## src/rtl/cla_4bit.sv

```systemverilog
// cla_4bit: 4-bit carry-lookahead add/subtract unit with optional signed
// saturation, group propagate/generate for cascading, and a registered copy
// of the result flags.
module cla_4bit (
    input  logic       clk,
    input  logic       rst,
    input  logic [3:0] a,
    input  logic [3:0] b,
    input  logic       cin,
    input  logic       sub,
    input  logic       sat,
    output logic [3:0] sum,
    output logic       cout,
    output logic       ovfl,
    output logic       pg,
    output logic       gg,
    output logic [3:0] sum_q,
    output logic       cout_q,
    output logic       ovfl_q
);

    logic [3:0] bx;
    logic [3:0] g;
    logic [3:0] p;
    logic [3:0] raw;
    logic       c0, c1, c2, c3, c4;

    logic [3:0] sum_d;
    logic       cout_d;
    logic       ovfl_d;

    // Operand conditioning, per-bit terms and two-level lookahead carries
    always_comb begin
        bx = b ^ {4{sub}};
        c0 = cin ^ sub;
        g  = a & bx;
        p  = a ^ bx;

        c1 = g[0] | (p[0] & c0);
        c2 = g[1] | (p[1] & g[0]) | (p[1] & p[0] & c0);
        c3 = g[2] | (p[2] & g[1]) | (p[2] & p[1] & g[0])
                  | (p[2] & p[1] & p[0] & c0);
        c4 = g[3] | (p[3] & g[2]) | (p[3] & p[2] & g[1])
                  | (p[3] & p[2] & p[1] & g[0])
                  | (p[3] & p[2] & p[1] & p[0] & c0);

        raw = p ^ {c3, c2, c1, c0};
    end

    // Result flags, group terms and saturation clamp
    always_comb begin
        cout = c4;
        ovfl = (a[3] == bx[3]) && (raw[3] != a[3]);
        pg   = &p;
        // Same expression as c4 with the carry-in term dropped (c0 = 0)
        gg   = g[3] | (p[3] & g[2]) | (p[3] & p[2] & g[1])
                    | (p[3] & p[2] & p[1] & g[0]);
        if (sat && ovfl) begin
            sum = a[3] ? 4'b1000 : 4'b0111;
        end else begin
            sum = raw;
        end
    end

    // Next-state for the output registers is the live combinational result
    always_comb begin
        sum_d  = sum;
        cout_d = cout;
        ovfl_d = ovfl;
    end

    // Output registers, cleared asynchronously by rst
    always_ff @(posedge clk or posedge rst) begin
        if (rst) begin
            sum_q  <= 4'b0000;
            cout_q <= 1'b0;
            ovfl_q <= 1'b0;
        end else begin
            sum_q  <= sum_d;
            cout_q <= cout_d;
            ovfl_q <= ovfl_d;
        end
    end

endmodule

```

## config.mk

```make
export PLATFORM = sky130hd
export DESIGN_NAME = cla_4bit
export DESIGN_NICKNAME = d
export VERILOG_FILES = /design/src/rtl/cla_4bit.sv
export SDC_FILE = /design/constraint.sdc
export NUM_CORES = 1
export LEC_CHECK = 0
export BUFFER_PORTS_ARGS = -buffer_cell sky130_fd_sc_hd__buf_2
export CORE_AREA = 2 2 39 41
export DETAILED_ROUTE_END_ITERATION = 8
export DIE_AREA = 0 0 41 43
export GPL_ROUTABILITY_DRIVEN = 0
export PLACE_DENSITY_LB_ADDON = 0.12
export RECOVER_POWER = 25
export SYNTH_ARGS = -nofsm -noshare
export SYNTH_HDL_FRONTEND = slang
export SYNTH_SLANG_ARGS = --single-unit
```

## constraint.sdc

```tcl
create_clock -name clk -period 3.54 [get_ports clk]
set_clock_uncertainty 0.05 [all_clocks]
set_input_delay 0.354 -clock clk [delete_from_list [all_inputs] [get_ports clk]]
set_output_delay 0.354 -clock clk [all_outputs]
set_load 0.01 [all_outputs]
```

Yosys cells after proc, flatten, opt, wreduce, memory -nomap -nowiden:

Cells that the tools add are included.

* equal/unequal tests: 2
* multiplexer cells: 2
* bitwise gates (word level): 31
* reduce and logical (&&, ||, !) cells: 3

Operator list (count)
* $and 1x1->1: 16
* $xor 4x4->4: 3
* $or 1x1->1: 10
* $mux 4: 2
* $and 4x4->4: 1
* $reduce_and 4->1: 1
* $logic_and 1x1->1: 2
* $eq 1x1->1: 1
* $ne 1x1->1: 1
* $xor 1x1->1: 1

* bits in registers: 6
* bits of input ports: 13
* output and inout bits: 14
* word-level logic and storage cells: 41

Longest topological paths before layout:

Gate-level depths: netlist of the first run.

* depth after elaboration: 11
* depth in mapped cells: 7
* gate-level depth less buffers: 6

Worst setup path after synthesis of the first run:

No wires, ideal clock.

* path kind: input to output
* start point: input port sub
* end point: output port sum[2]
* arrival: 1.955 ns
* data required time: 3.136 ns
* slack: 1.181 ns
* stages on the path: 7
* path buffers: 1
* cell sequence: buf_6 > xor2_1 > ha_1 > or4b_1 > o2111ai_1 > o22ai_1 > a21oi_1

* longest elaborated chain between the ends: 11
* elaborated cells between the ends (all ways): 23
* classes of those cells: eq/ne (2); mux (1); bitwise (18); reduce/logical (2)

RTL lines
* from (decl): RTL line 10 `input logic sub,`
* $xor 4x4->4: RTL line 34 `bx = b ^ {4{sub}};`
* $xor 4x4->4 or $and 4x4->4 (tied branches): RTL line 37, 36
* $and 1x1->1 (on tied branches): RTL line 41, 42
* $or 1x1->1 (tied with other cells): RTL line 41 `c3 = g[2] | (p[2] & g[1]) | (p[2] & p[1] & g[0])`
* $or 1x1->1 or $and 1x1->1 (tied branches): RTL line 41, 42
* $or 1x1->1: RTL line 42 `| (p[2] & p[1] & p[0] & c0);`
* $xor 4x4->4: RTL line 47 `raw = p ^ {c3, c2, c1, c0};`
* $ne 1x1->1: RTL line 53 `ovfl = (a[3] == bx[3]) && (raw[3] != a[3]);`
* $logic_and 1x1->1: RTL line 53
* $logic_and 1x1->1: RTL line 58 `if (sat && ovfl) begin`
* $mux 4 (*): RTL line 58
* to (decl): RTL line 12 `output logic [3:0] sum,`

Every way passes the cells marked *; elsewhere a longest branch is shown, timed or not.

Worst setup path in the final report of the first run:

Same ends and word-level chain as after synthesis.

==> qor.log, run 1 <==
qor: timing.layout_min_cycle_time 2.64 ns
qor: routing.remaining_routing_drc_violations 0
qor: logic_synthesis.synth.net_count 70
qor: floorplan.dieArea 1760 µm²
qor: logic_synthesis.post-synth-top-area-cell sky130_fd_sc_hd__dfrtp_1
qor: logic_synthesis.synthCells 52
qor: routing.drt-pass1-iter-count 4
qor: place.dpl.hpwl 885 µm
qor: cts.ctsHtreeMaxLevel 1
qor: logic_synthesis.ys_seq_elements 6
qor: timing.slew_headroom 0.792
qor: timing.setup_viol 0
qor: floorplan.initial_core_util 0.383
qor: pwr.power_per_cell_area 449 nW/µm²
qor: timing.fin_setup_tns 0 ns
qor: layout.final.fill_count 137
qor: global_route.antenna_found_initial 0
qor: worst_hold_path.worst_hold_path_type primary input to register
qor: global_route.maximum_number_of_pins_on_one_net_before_global_route_repair 11
qor: cts.clock_tree.root_cell sky130_fd_sc_hd__clkbuf_4
qor: global_route.grt_busiest_layer met2
qor: logic_synthesis.ys_async_sr_fraction 1.00
qor: critical_path.worst_setup_path_startpoint sub
qor: layout.multi_input_gate_area 354 µm²
qor: logic_synthesis.yosysSeqAreaShare 0.283
qor: place.detailed_place.area 669 µm²
qor: cts.clkTransAtPathRegs 0.04 ns
qor: floorplan.std_cell_rows 14
qor: critical_path.startpoint_type primary input
qor: cts.cts_num_sinks 6
qor: logic_synthesis.synth_edf_count 0
qor: floorplan.chipWidth 41 µm
qor: worst_hold_path.min-delay-start a[3]
qor: cts.numCtsBuffers 3
qor: critical_path.worst-endpoint-arrival 2.24 ns
qor: timing.finalHoldWorstSlack 0.359 ns
qor: cts.post-cts-setup-buffers 0
qor: routing.post_drt_via_cell_ratio 4.94
qor: timing.hold_viol_final 0
qor: pwr.p_total 0.000315 W
qor: timing.final_min_period_over_clock_period 0.746
qor: layout.layout-drive-gt1-share 0.395
qor: cts.ctsResizeCount 0
qor: critical_path.critical_path_class primary input to primary output
qor: flow_run.timing.max_cap.violations 0
qor: global_route.use_met1 0.127
qor: floorplan.fp.coreArea 1380 µm²
qor: logic_synthesis.netlist.area_leader.share 0.283
qor: run_status.run_status complete, no violations
qor: timing.timing_worst_slew_pin_value 0.310 ns
qor: critical_path.critical_path_peak_fanout 5
qor: global_route.first_global_vias 374
qor: floorplan.io_pins 27
qor: logic_synthesis.synth.lib_cells_used.distinct 24
qor: global_route.globalRoute.totalOverflow 0
qor: global_route.use_met3 0.0157
qor: routing.drt-wirelength-per-cell 11.1 µm
qor: critical_path.worst-endpoint-required 3.14 ns
qor: global_route.grtUsageMet2 0.206
qor: layout.area.growth.synth_to_final 32.3%
qor: layout.antenna_cells_inserted 0
qor: layout.final_cell_area 702 µm²
qor: cts.cts_tree built
qor: logic_synthesis.synth.cell_area 531 µm²
qor: routing.routed_wirelength 1070 µm
qor: timing.grt_setup_unrepaired false
qor: logic_synthesis.synth.area.top_cells sky130_fd_sc_hd__dfrtp_1 (28%), sky130_fd_sc_hd__ha_1 (9.4%), sky130_fd_sc_hd__xor2_1 (8.3%), sky130_fd_sc_hd__mux2i_1 (5.7%), sky130_fd_sc_hd__xnor2_4 (5.2%)
qor: layout.design.final.nets 101
qor: pwr.vdd_ir_drop_max 0.000151 V
qor: logic_synthesis.synthesis.area_per_instance 10.2 µm²
qor: floorplan.die_h 43 µm
qor: global_route.grt_use_total 0.118
qor: logic_synthesis.ys.flop_type sky130_fd_sc_hd__dfrtp_1
qor: routing.vias 479
qor: timing.fmax 379 MHz
qor: cts.holdBufCountCts 1
qor: place.placement.io_buffers 26
qor: logic_synthesis.synth.yosys.warnings 0
qor: pwr.static-leakage-power 0.365 nW
qor: routing.detail_route.iter0.violations 7
qor: cts.cts_buffer_depth 2
qor: timing.final_max_slew_viol_count 0
qor: routing.post_detailed_route_count_of_antenna_violating_nets 0
qor: global_route.global_route_wire_length_before_repair 1440 µm
qor: critical_path.worst_setup_path_end_kind primary output
qor: worst_hold_path.whs_path_depth 2
qor: layout.ff_latch_area 150 µm²
[final cells by class]
cell class | instances | share of cell area
inverters | 4 | 0.0214
flip-flops and latches | 6 | 0.214
clock buffers | 3 | 0.0321
repair buffers | 27 | 0.200
well taps | 16 | 0.0285
multi-input cells | 41 | 0.504
[routing by layer]
metal,wire (µm),up-vias,part of all wire
li1,-,245,-
met2,533,23,0.50
met5,0,-,0
met3,94,0,0.088
met4,0,0,0
met1,444,211,0.41
[cells in the final DEF (no fill, tap or decap), types with 2 or more instances in the layout]
cell | synthesis | final
sky130_fd_sc_hd__or3b_1 | 2 | 2
sky130_fd_sc_hd__xor2_1 | 5 | 5
sky130_fd_sc_hd__a21oi_1 | 5 | 5
sky130_fd_sc_hd__o21ai_0 | 4 | 4
sky130_fd_sc_hd__inv_1 | 4 | 4
sky130_fd_sc_hd__mux2i_1 | 3 | 3
sky130_fd_sc_hd__nand3b_1 | 2 | 2
sky130_fd_sc_hd__dfrtp_1 | 6 | 6
sky130_fd_sc_hd__nor2_1 | 2 | 2
sky130_fd_sc_hd__buf_2 | 0 | 26
sky130_fd_sc_hd__nand3_1 | 2 | 2
sky130_fd_sc_hd__ha_1 | 4 | 4
sky130_fd_sc_hd__clkbuf_4 | 0 | 3
[registers in the layout, summed over array words and instances, names as in the netlist]
name	count
sum_q	4
cout_q	1
ovfl_q	1
[cells by family (layout without fill, tap and decap cells)]
group                    Yosys count  after routing  synth area share
flip-flops                         6              6             0.283
AND/OR/NAND/NOR                   12             12             0.146
XOR/XNOR                           7              7             0.151
multiplexers                       3              3            0.0566
AO/OA/AOI/OAI                     14             14             0.182
buffers and inverters              5             34            0.0495
adder cells (fa/ha/maj)            5              5             0.132
[through the flow]
stage,std cells,worst slack (ns),util
final,97,0.899,0.507
after global routing,97,0.818,0.507
after CTS,97,0.900,0.507
after detailed placement,93,0.919,0.484
after global placement,93,0.974,0.484
after floorplan,52,1.18,-
[power breakdown]
part / total, W / switching [W] / leakage, nW / internal, W
Sequential: 0.0000896 / 0.00000336 / 0.0709 / 0.0000862
Combinational: 0.000165 / 0.0000925 / 0.281 / 0.0000725
Clock: 0.0000607 / 0.0000225 / 0.0138 / 0.0000382
[Yosys cell counts, types with 2 or more instances]
library cell and count:
sky130_fd_sc_hd__ha_1 4, sky130_fd_sc_hd__nand3_1 2, sky130_fd_sc_hd__nor2_1 2, sky130_fd_sc_hd__nand3b_1 2, sky130_fd_sc_hd__o21ai_0 4, sky130_fd_sc_hd__xor2_1 5
sky130_fd_sc_hd__a21oi_1 5, sky130_fd_sc_hd__mux2i_1 3, sky130_fd_sc_hd__inv_1 4, sky130_fd_sc_hd__or3b_1 2, sky130_fd_sc_hd__dfrtp_1 6
[worst max-delay path, cell delays in order]
cell,delay (ns)
sky130_fd_sc_hd__buf_2,0.20
sky130_fd_sc_hd__xor2_1,0.28
sky130_fd_sc_hd__ha_1,0.31
sky130_fd_sc_hd__or4b_1,0.52
sky130_fd_sc_hd__o2111ai_1,0.12
sky130_fd_sc_hd__o22ai_1,0.11
sky130_fd_sc_hd__a21oi_1,0.19
sky130_fd_sc_hd__buf_2,0.16
[worst paths after layout]
kind / end / slack, ns
min in group asynchronous: cout_q / 0.52
hold / removal: sum_q[2] / 0.36
setup / recovery: sum[2] / 0.90
max in group asynchronous: ovfl_q / 2.74
Note: power is estimated with default switching activity, not from simulation.
==> run 2, diff against run 1 <==
Settings changed: ABC_AREA set to 1, CORE_AREA 2 2 39 41 to unset, CORE_UTILIZATION set to 39, DIE_AREA 0 0 41 43 to unset.
Clock period 3.54 ns to 2.3 ns, I/O delays scaled along.
==> run 2 against run 1 <==
Effect of this change: critical path depth up 3; utilization up 4.2 points; via count up 4.0%; clock power up 51%; critical path type unchanged.
==> qor.log, run 2 <==
qor: worst_hold_path.worst_hold_path_type primary input to register [unchanged]
qor: routing.drt-pass1-iter-count 2 [was 4]
qor: cts.cts_tree built [unchanged]
qor: routing.drt-wirelength-per-cell 9.20 µm [was 11.1 µm]
qor: layout.top_register sum_q [unchanged]
qor: global_route.antenna_found_initial 0 [unchanged]
qor: worst_hold_path.min-delay-start a[3] [unchanged]
qor: floorplan.io_pins 27 [unchanged]
qor: cts.numCtsBuffers 3 [unchanged]
qor: cts.clkTransAtPathRegs 0.04 ns [about the same]
qor: critical_path.worst_setup_path_end_kind primary output [unchanged]
qor: place.placement.io_buffers 26 [unchanged]
qor: pwr.vdd_ir_drop_max 0.000213 V [was 0.000151 V]
qor: routing.routed_wirelength 994 µm [was 1070 µm]
qor: pwr.power_per_cell_area 658 nW/µm² [was 449 nW/µm²]
qor: pwr.p_total 0.000476 W [was 0.000315 W]
qor: pwr.static-leakage-power 0.433 nW [was 0.365 nW]
qor: global_route.first_global_vias 376 [was 374]
qor: logic_synthesis.synth_edf_count 0 [unchanged]
qor: cts.clock_tree.root_cell sky130_fd_sc_hd__clkbuf_4 [unchanged]
qor: logic_synthesis.synthesis.area_per_instance 8.64 µm² [was 10.2 µm²]
qor: logic_synthesis.ys.flop_type sky130_fd_sc_hd__dfrtp_1 [unchanged]
qor: critical_path.startpoint_type primary input [unchanged]
qor: timing.timing_worst_slew_pin_value 0.256 ns [was 0.310 ns]
qor: layout.largest_register_ffs 4 [unchanged]
qor: layout.design.final.nets 113 [was 101]
qor: logic_synthesis.netlist.area_leader.share 0.271 [was 0.283]
qor: logic_synthesis.synth.yosys.warnings 0 [unchanged]
qor: timing.layout_min_cycle_time 2.04 ns
qor: critical_path.critical_path_class primary input to primary output [unchanged]
qor: timing.slew_headroom 0.829 [was 0.792]
qor: routing.post_drt_via_cell_ratio 4.61 [was 4.94]
qor: cts.holdBufCountCts 1 [unchanged]
qor: logic_synthesis.synth.lib_cells_used.distinct 21 [was 24]
qor: layout.final.fill_count 122 [was 137]
qor: cts.ctsResizeCount 0 [unchanged]
qor: run_status.run_status complete, no violations [unchanged]
qor: logic_synthesis.ys_async_sr_fraction 1.00 [unchanged]
qor: timing.final_min_period_over_clock_period 0.886
qor: logic_synthesis.synth.net_count 82 [was 70]
qor: layout.mostFrequentLayoutCells sky130_fd_sc_hd__buf_2 (26), sky130_fd_sc_hd__nand2_1 (16), sky130_fd_sc_hd__inv_1 (7) [was sky130_fd_sc_hd__buf_2 (26), sky130_fd_sc_hd__dfrtp_1 (6), sky130_fd_sc_hd__xor2_1 (5), sky130_fd_sc_hd__a21oi_1 (5)]
qor: critical_path.worst-endpoint-required 2.02 ns [was 3.14 ns]
qor: global_route.grt_use_total 0.141 [was 0.118]
qor: logic_synthesis.post-synth-top-count-cell sky130_fd_sc_hd__nand2_1 [was sky130_fd_sc_hd__dfrtp_1]
qor: floorplan.std_cell_rows 13 [was 14]
qor: layout.layout-drive-gt1-share 0.452 [was 0.395]
qor: layout.area.growth.synth_to_final 30.8% [was 32.3%]
qor: layout.antenna_cells_inserted 0 [unchanged]
qor: routing.remaining_routing_drc_violations 0 [unchanged]
qor: place.dpl.hpwl 889 µm [was 885 µm]
qor: layout.final_common_cell sky130_fd_sc_hd__buf_2 [unchanged]
qor: timing.final_max_slew_viol_count 0 [unchanged]
qor: floorplan.initial_core_util 0.420 [was 0.383]
qor: cts.post-cts-setup-buffers 0 [unchanged]
qor: timing.setup_viol 0 [unchanged]
qor: critical_path.worst-endpoint-arrival 1.76 ns [was 2.24 ns]
qor: layout.top_regs sum_q: 4 flops, cout_q: 1 flops, ovfl_q: 1 flops [unchanged]
qor: routing.vias 498 [was 479]
qor: cts.cts_num_sinks 6 [unchanged]
qor: routing.post_detailed_route_count_of_antenna_violating_nets 0 [unchanged]
qor: global_route.global_route_wire_length_before_repair 1400 µm [was 1440 µm]
qor: floorplan.dieArea 1570 µm² [was 1760 µm²]
qor: global_route.maximum_number_of_pins_on_one_net_before_global_route_repair 8 [was 11]
qor: floorplan.die_h 39.7 µm [was 43 µm]
qor: logic_synthesis.ys_seq_elements 6 [unchanged]
qor: logic_synthesis.post_synth_most_frequent_cells sky130_fd_sc_hd__nand2_1 (16), sky130_fd_sc_hd__inv_1 (7), sky130_fd_sc_hd__dfrtp_1 (6), sky130_fd_sc_hd__nand2_4 (6), sky130_fd_sc_hd__xor2_1 (5) [was sky130_fd_sc_hd__dfrtp_1 (6), sky130_fd_sc_hd__a21oi_1 (5), sky130_fd_sc_hd__xor2_1 (5)]
qor: timing.hold_viol_final 0 [unchanged]
qor: cts.ctsHtreeMaxLevel 1 [unchanged]
qor: timing.fin_setup_tns 0 ns [unchanged]
qor: flow_run.timing.max_cap.violations 0 [unchanged]
qor: critical_path.critical_path_peak_fanout 6 [was 5]
qor: critical_path.worst_setup_path_startpoint sub [unchanged]
qor: routing.detail_route.iter0.violations 3 [was 7]
qor: logic_synthesis.synth.area.top_cells sky130_fd_sc_hd__dfrtp_1 (27%), sky130_fd_sc_hd__nand2_4 (12%), sky130_fd_sc_hd__nand2_1 (11%), sky130_fd_sc_hd__ha_1 (9.0%), sky130_fd_sc_hd__xor2_1 (7.9%) [was sky130_fd_sc_hd__dfrtp_1 (28%), sky130_fd_sc_hd__ha_1 (9.4%), sky130_fd_sc_hd__xor2_1 (8.3%), sky130_fd_sc_hd__mux2i_1 (5.7%), sky130_fd_sc_hd__xnor2_4 (5.2%)]
qor: cts.cts_buffer_depth 2 [unchanged]
qor: floorplan.fp.coreArea 1320 µm² [was 1380 µm²]
qor: logic_synthesis.synthCells 64 [was 52]
qor: logic_synthesis.yosysSeqAreaShare 0.271 [was 0.283]
qor: floorplan.chipWidth 39.7 µm [was 41 µm]
qor: logic_synthesis.post-synth-top-area-cell sky130_fd_sc_hd__dfrtp_1 [unchanged]
qor: timing.grt_setup_unrepaired false [unchanged]
qor: global_route.globalRoute.totalOverflow 0 [unchanged]
qor: timing.fmax 490 MHz
qor: logic_synthesis.synth.cell_area 553 µm² [was 531 µm²]
[run 2: worst paths after layout]
path,slack [ns],depth (start not counted),endpoint
setup / recovery,0.26,11,sum[2]
max in group asynchronous,1.63,3,sum_q[3]
hold / removal,0.28,4,ovfl_q
min in group asynchronous,0.39,3,sum_q[1]
[run 2: where the power goes]
part,leakage (nW),internal (W),switching [W]
Clock,0.0138,0.0000587,0.0000330
Sequential,0.0729,0.000132,0.00000532
Combinational,0.346,0.0000998,0.000147
Total,0.433,0.000290,0.000186
[run 2: layout make-up]
type	instances	area, µm²	area share
Clock buffer	3	22.5	0.0311
Inverter	9	36.3	0.0502
Multi-Input combinational cell	48	355	0.491
Sequential cell	6	150	0.208
Tap cell	15	18.8	0.0260
Timing Repair Buffer	27	140	0.194
[run 2: logic make-up (layout without fill, tap and decap cells)]
family | Yosys count | in the layout | synth area share
AOI/OAI and AO/OA | 2 | 2 | 0.0181
xor gates and xnor gates | 5 | 5 | 0.0792
adders and majority gates | 5 | 5 | 0.127
buffers and inverters | 10 | 39 | 0.0860
DFF | 6 | 6 | 0.271
and+or+nand+nor | 36 | 36 | 0.419
[run 2: worst max-delay path, stage by stage]
cell                      delay [ns]
sky130_fd_sc_hd__buf_2          0.16
sky130_fd_sc_hd__xor2_1         0.17
sky130_fd_sc_hd__ha_1           0.31
sky130_fd_sc_hd__or2_4          0.27
sky130_fd_sc_hd__nand2_4        0.10
sky130_fd_sc_hd__nand2_4        0.07
sky130_fd_sc_hd__nand2_4        0.07
sky130_fd_sc_hd__nand4_4        0.09
sky130_fd_sc_hd__nand2_1        0.08
sky130_fd_sc_hd__nand2_1        0.06
sky130_fd_sc_hd__buf_2          0.14
[run 2: through the flow]
step | hold slack (ns) | std cells | util | area [µm²] | setup WS, ns
3_5_place_dp | 0.0953 | 104 | 0.524 | 691 | 0.250
4_1_cts | 0.275 | 108 | 0.549 | 723 | 0.249
2_1_floorplan | -0.0290 | 64 | - | 553 | 0.513
6_report | 0.284 | 108 | 0.549 | 723 | 0.261
5_1_grt | 0.283 | 108 | 0.549 | 723 | 0.112
3_3_place_gp | 0.0915 | 104 | 0.524 | 691 | 0.277
[run 2: layer usage]
metal / GRT usage / vias to the layer above / part of all wire
met3: 0.0170 / 2 / 0.070
met5: 0 / - / 0
met4: 0.129 / 0 / 0.014
met1: 0.142 / 213 / 0.39
met2: 0.246 / 21 / 0.52
li1: - / 262 / -
==> run 3, diff against run 2 <==
Settings changed: SETUP_SLACK_MARGIN set to 0.4.
==> run 3 against run 2 <==
Effect of this change: critical path type unchanged; non-clock buffer count rose by 6; utilization grew 10 points; sequential power hardly changed; critical endpoint is now sum[0].
==> qor.log, run 3 (synthesis results as in run 2) <==
qor: timing.hold_viol_final 0 [unchanged]
qor: worst_hold_path.whs_path_depth 4 [unchanged]
qor: critical_path.worst-endpoint-required 2.02 ns [about the same]
qor: timing.final_max_slew_viol_count 0 [unchanged]
qor: routing.vias 526 [was 498]
qor: place.detailedPlace.worstSlack 0.250 ns [unchanged]
qor: routing.post_drt_via_cell_ratio 4.61 [about the same]
qor: worst_hold_path.min-delay-start a[3] [unchanged]
qor: routing.routed_wirelength 1100 µm [was 994 µm]
qor: cts.clock_tree.root_cell sky130_fd_sc_hd__clkbuf_4 [unchanged]
qor: flow_run.timing.max_cap.violations 0 [unchanged]
qor: floorplan.die_h 39.7 µm [unchanged]
qor: pwr.power_per_cell_area 634 nW/µm² [was 658 nW/µm²]
qor: layout.antenna_cells_inserted 0 [unchanged]
qor: timing.slew_headroom 0.860 [was 0.829]
qor: worst_hold_path.worst_hold_path.endpoint ovfl_q [unchanged]
qor: pwr.static-leakage-power 0.475 nW [was 0.433 nW]
qor: cts.cts_tree built [unchanged]
qor: floorplan.chipWidth 39.7 µm [unchanged]
qor: layout.final_cell_area 858 µm² [was 723 µm²]
qor: layout.design.final.nets 119 [was 113]
qor: cts.cts_buffer_depth 2 [unchanged]
qor: global_route.grt_use_total 0.155 [was 0.141]
qor: global_route.antenna_found_initial 0 [unchanged]
qor: layout.largest_register_ffs 4 [unchanged]
qor: timing.layout_min_cycle_time 1.91 ns [was 2.04 ns]
qor: worst_hold_path.worst_hold_path_type primary input to register [unchanged]
qor: cts.ctsHtreeMaxLevel 1 [unchanged]
qor: critical_path.worst-endpoint-arrival 1.63 ns [was 1.76 ns]
qor: layout.top_regs sum_q: 4 flops, cout_q: 1 flops, ovfl_q: 1 flops [unchanged]
qor: layout.final.fill_count 108 [was 122]
qor: timing.final_min_period_over_clock_period 0.833 [was 0.886]
qor: layout.mostFrequentLayoutCells sky130_fd_sc_hd__buf_2 (23), sky130_fd_sc_hd__nand2_1 (10), sky130_fd_sc_hd__nand2_2 (7) [was sky130_fd_sc_hd__buf_2 (26), sky130_fd_sc_hd__nand2_1 (16), sky130_fd_sc_hd__inv_1 (7)]
qor: cts.cts_num_sinks 6 [unchanged]
qor: critical_path.critical_path.cell_chain buf_6, xor2_2, ha_4, or2_4, nand2_4, nand2_4, nand2_4, nand4_4, nand2_1, nand2_1, buf_2 [was buf_2, xor2_1, ha_1, or2_4, nand2_4, nand2_4, nand2_4, nand4_4, nand2_1, nand2_1, buf_2]
qor: place.detailed_place.area 691 µm² [unchanged]
qor: routing.drt-pass1-iter-count 1 [was 2]
qor: run_status.run_status complete, no violations [unchanged]
qor: critical_path.timing.critical_path.slowest_cell_delay 0.25 ns [was 0.31 ns]
qor: timing.timing_worst_slew_pin_value 0.210 ns [was 0.256 ns]
qor: critical_path.cp_slowest_cell sky130_fd_sc_hd__or2_4 [was sky130_fd_sc_hd__ha_1]
qor: floorplan.io_pins 27 [unchanged]
qor: critical_path.crit_path_frequent_cell sky130_fd_sc_hd__nand2_4 [unchanged]
qor: timing.fmax 522 MHz [was 490 MHz]
qor: global_route.global_route_wire_length_before_repair 1550 µm [was 1400 µm]
qor: routing.post_detailed_route_count_of_antenna_violating_nets 0 [unchanged]
qor: timing.grt_setup_unrepaired true [was false]
qor: layout.area.growth.synth_to_final 55.2% [was 30.8%]
qor: pwr.vdd_ir_drop_max 0.000252 V [was 0.000213 V]
qor: layout.top_register sum_q [unchanged]
qor: routing.drt-wirelength-per-cell 9.68 µm [was 9.20 µm]
qor: pwr.p_total 0.000544 W [was 0.000476 W]
qor: cts.numCtsBuffers 3 [unchanged]
qor: place.placement.io_buffers 26 [unchanged]
qor: critical_path.critical_path_class primary input to primary output [unchanged]
qor: routing.detail_route.iter0.violations 0 [was 3]
qor: critical_path.worst_setup_path_end_kind primary output [unchanged]
qor: critical_path.cp_top_family simple AND/OR/NAND/NOR gates [unchanged]
qor: layout.final_common_cell sky130_fd_sc_hd__buf_2 [unchanged]
qor: routing.remaining_routing_drc_violations 0 [unchanged]
qor: global_route.globalRoute.totalOverflow 0 [unchanged]
qor: timing.fin_ws 0.385 ns [was 0.261 ns]
qor: critical_path.startpoint_type primary input [unchanged]
qor: layout.layout-drive-gt1-share 0.606 [was 0.452]
qor: floorplan.std_cell_rows 13 [unchanged]
qor: floorplan.dieArea 1570 µm² [unchanged]
qor: global_route.maximum_number_of_pins_on_one_net_before_global_route_repair 8 [unchanged]
qor: timing.setup_viol 0 [unchanged]
qor: critical_path.critical_path_peak_fanout 4 [was 6]
qor: floorplan.fp.coreArea 1320 µm² [unchanged]
qor: cts.clkTransAtPathRegs 0.04 ns [about the same]
qor: place.dpl.hpwl 889 µm [unchanged]
qor: critical_path.crit_buf_inv 2 [unchanged]
qor: floorplan.initial_core_util 0.420 [unchanged]
qor: global_route.first_global_vias 415 [was 376]
qor: timing.fin_setup_tns 0 ns [unchanged]
==> run 3: changes by cell type in the layout (fill, tap and decap cells not counted), moves of 2 or more <==
cell / change
sky130_fd_sc_hd__buf_4: +6
sky130_fd_sc_hd__nand2_1: -6
sky130_fd_sc_hd__nand2_2: +6
sky130_fd_sc_hd__buf_2: -3
sky130_fd_sc_hd__xor2_1: -3
sky130_fd_sc_hd__xor2_2: +3
sky130_fd_sc_hd__buf_6: +2
sky130_fd_sc_hd__ha_1: -2
sky130_fd_sc_hd__ha_4: +2
==> run 3: stage by stage <==
stage          instances  hold WS, ns  utilization
4_1_cts              114        0.270        0.607
2_1_floorplan         64      -0.0290            -
6_report             114        0.282        0.651
3_5_place_dp         104       0.0953        0.524
3_3_place_gp         104       0.0915        0.524
5_1_grt              114        0.282        0.651
==> run 3: report_power, final <==
group	switching, W	total, W	internal, W
clock	0.0000340	0.0000927	0.0000588
combinational	0.000167	0.000315	0.000148
sequential	0.00000532	0.000137	0.000132
total	0.000206	0.000544	0.000338
==> run 3: layout make-up <==
type / count / area [µm²] / share of cell area
Multi-Input combinational cell: 48 / 418 / 0.487
Sequential cell: 6 / 150 / 0.175
Inverter: 9 / 36.3 / 0.0423
Tap cell: 15 / 18.8 / 0.0219
Timing Repair Buffer: 33 / 213 / 0.248
Clock buffer: 3 / 22.5 / 0.0262
==> run 3: repair_timing <==
| item | 4_1_cts | 5_1_grt |
|---|---|---|
| hold buffers | 1 | 0 |
| pin swaps | 9 | 13 |
| buffers inserted | 6 | 0 |
| cloned | 0 | 0 |
| resized for setup | 7 | 11 |
| endpoints found under the hold margin | 6 | 0 |
| setup endpoints to repair | 6 | 7 |
==> run 3: worst max path at each step <==
stage	start	endpoint	slack [ns]	depth (start not counted)
2_1_floorplan	sub	sum[0]	0.51	10
3_3_place_gp	sub	sum[1]	0.28	11
3_5_place_dp	sub	sum[2]	0.25	12
4_1_cts	sub	sum[2]	0.35	11
5_1_grt	b[0]	sum[0]	0.32	12
6_report	b[2]	sum[0]	0.39	11
==> run 3: routing by layer <==
metal	global-route usage	up-vias	routed length, µm
met5	0	-	0
met4	0.129	0	14
met3	0.0170	2	68
met2	0.283	21	601
met1	0.153	233	418
li1	-	270	-
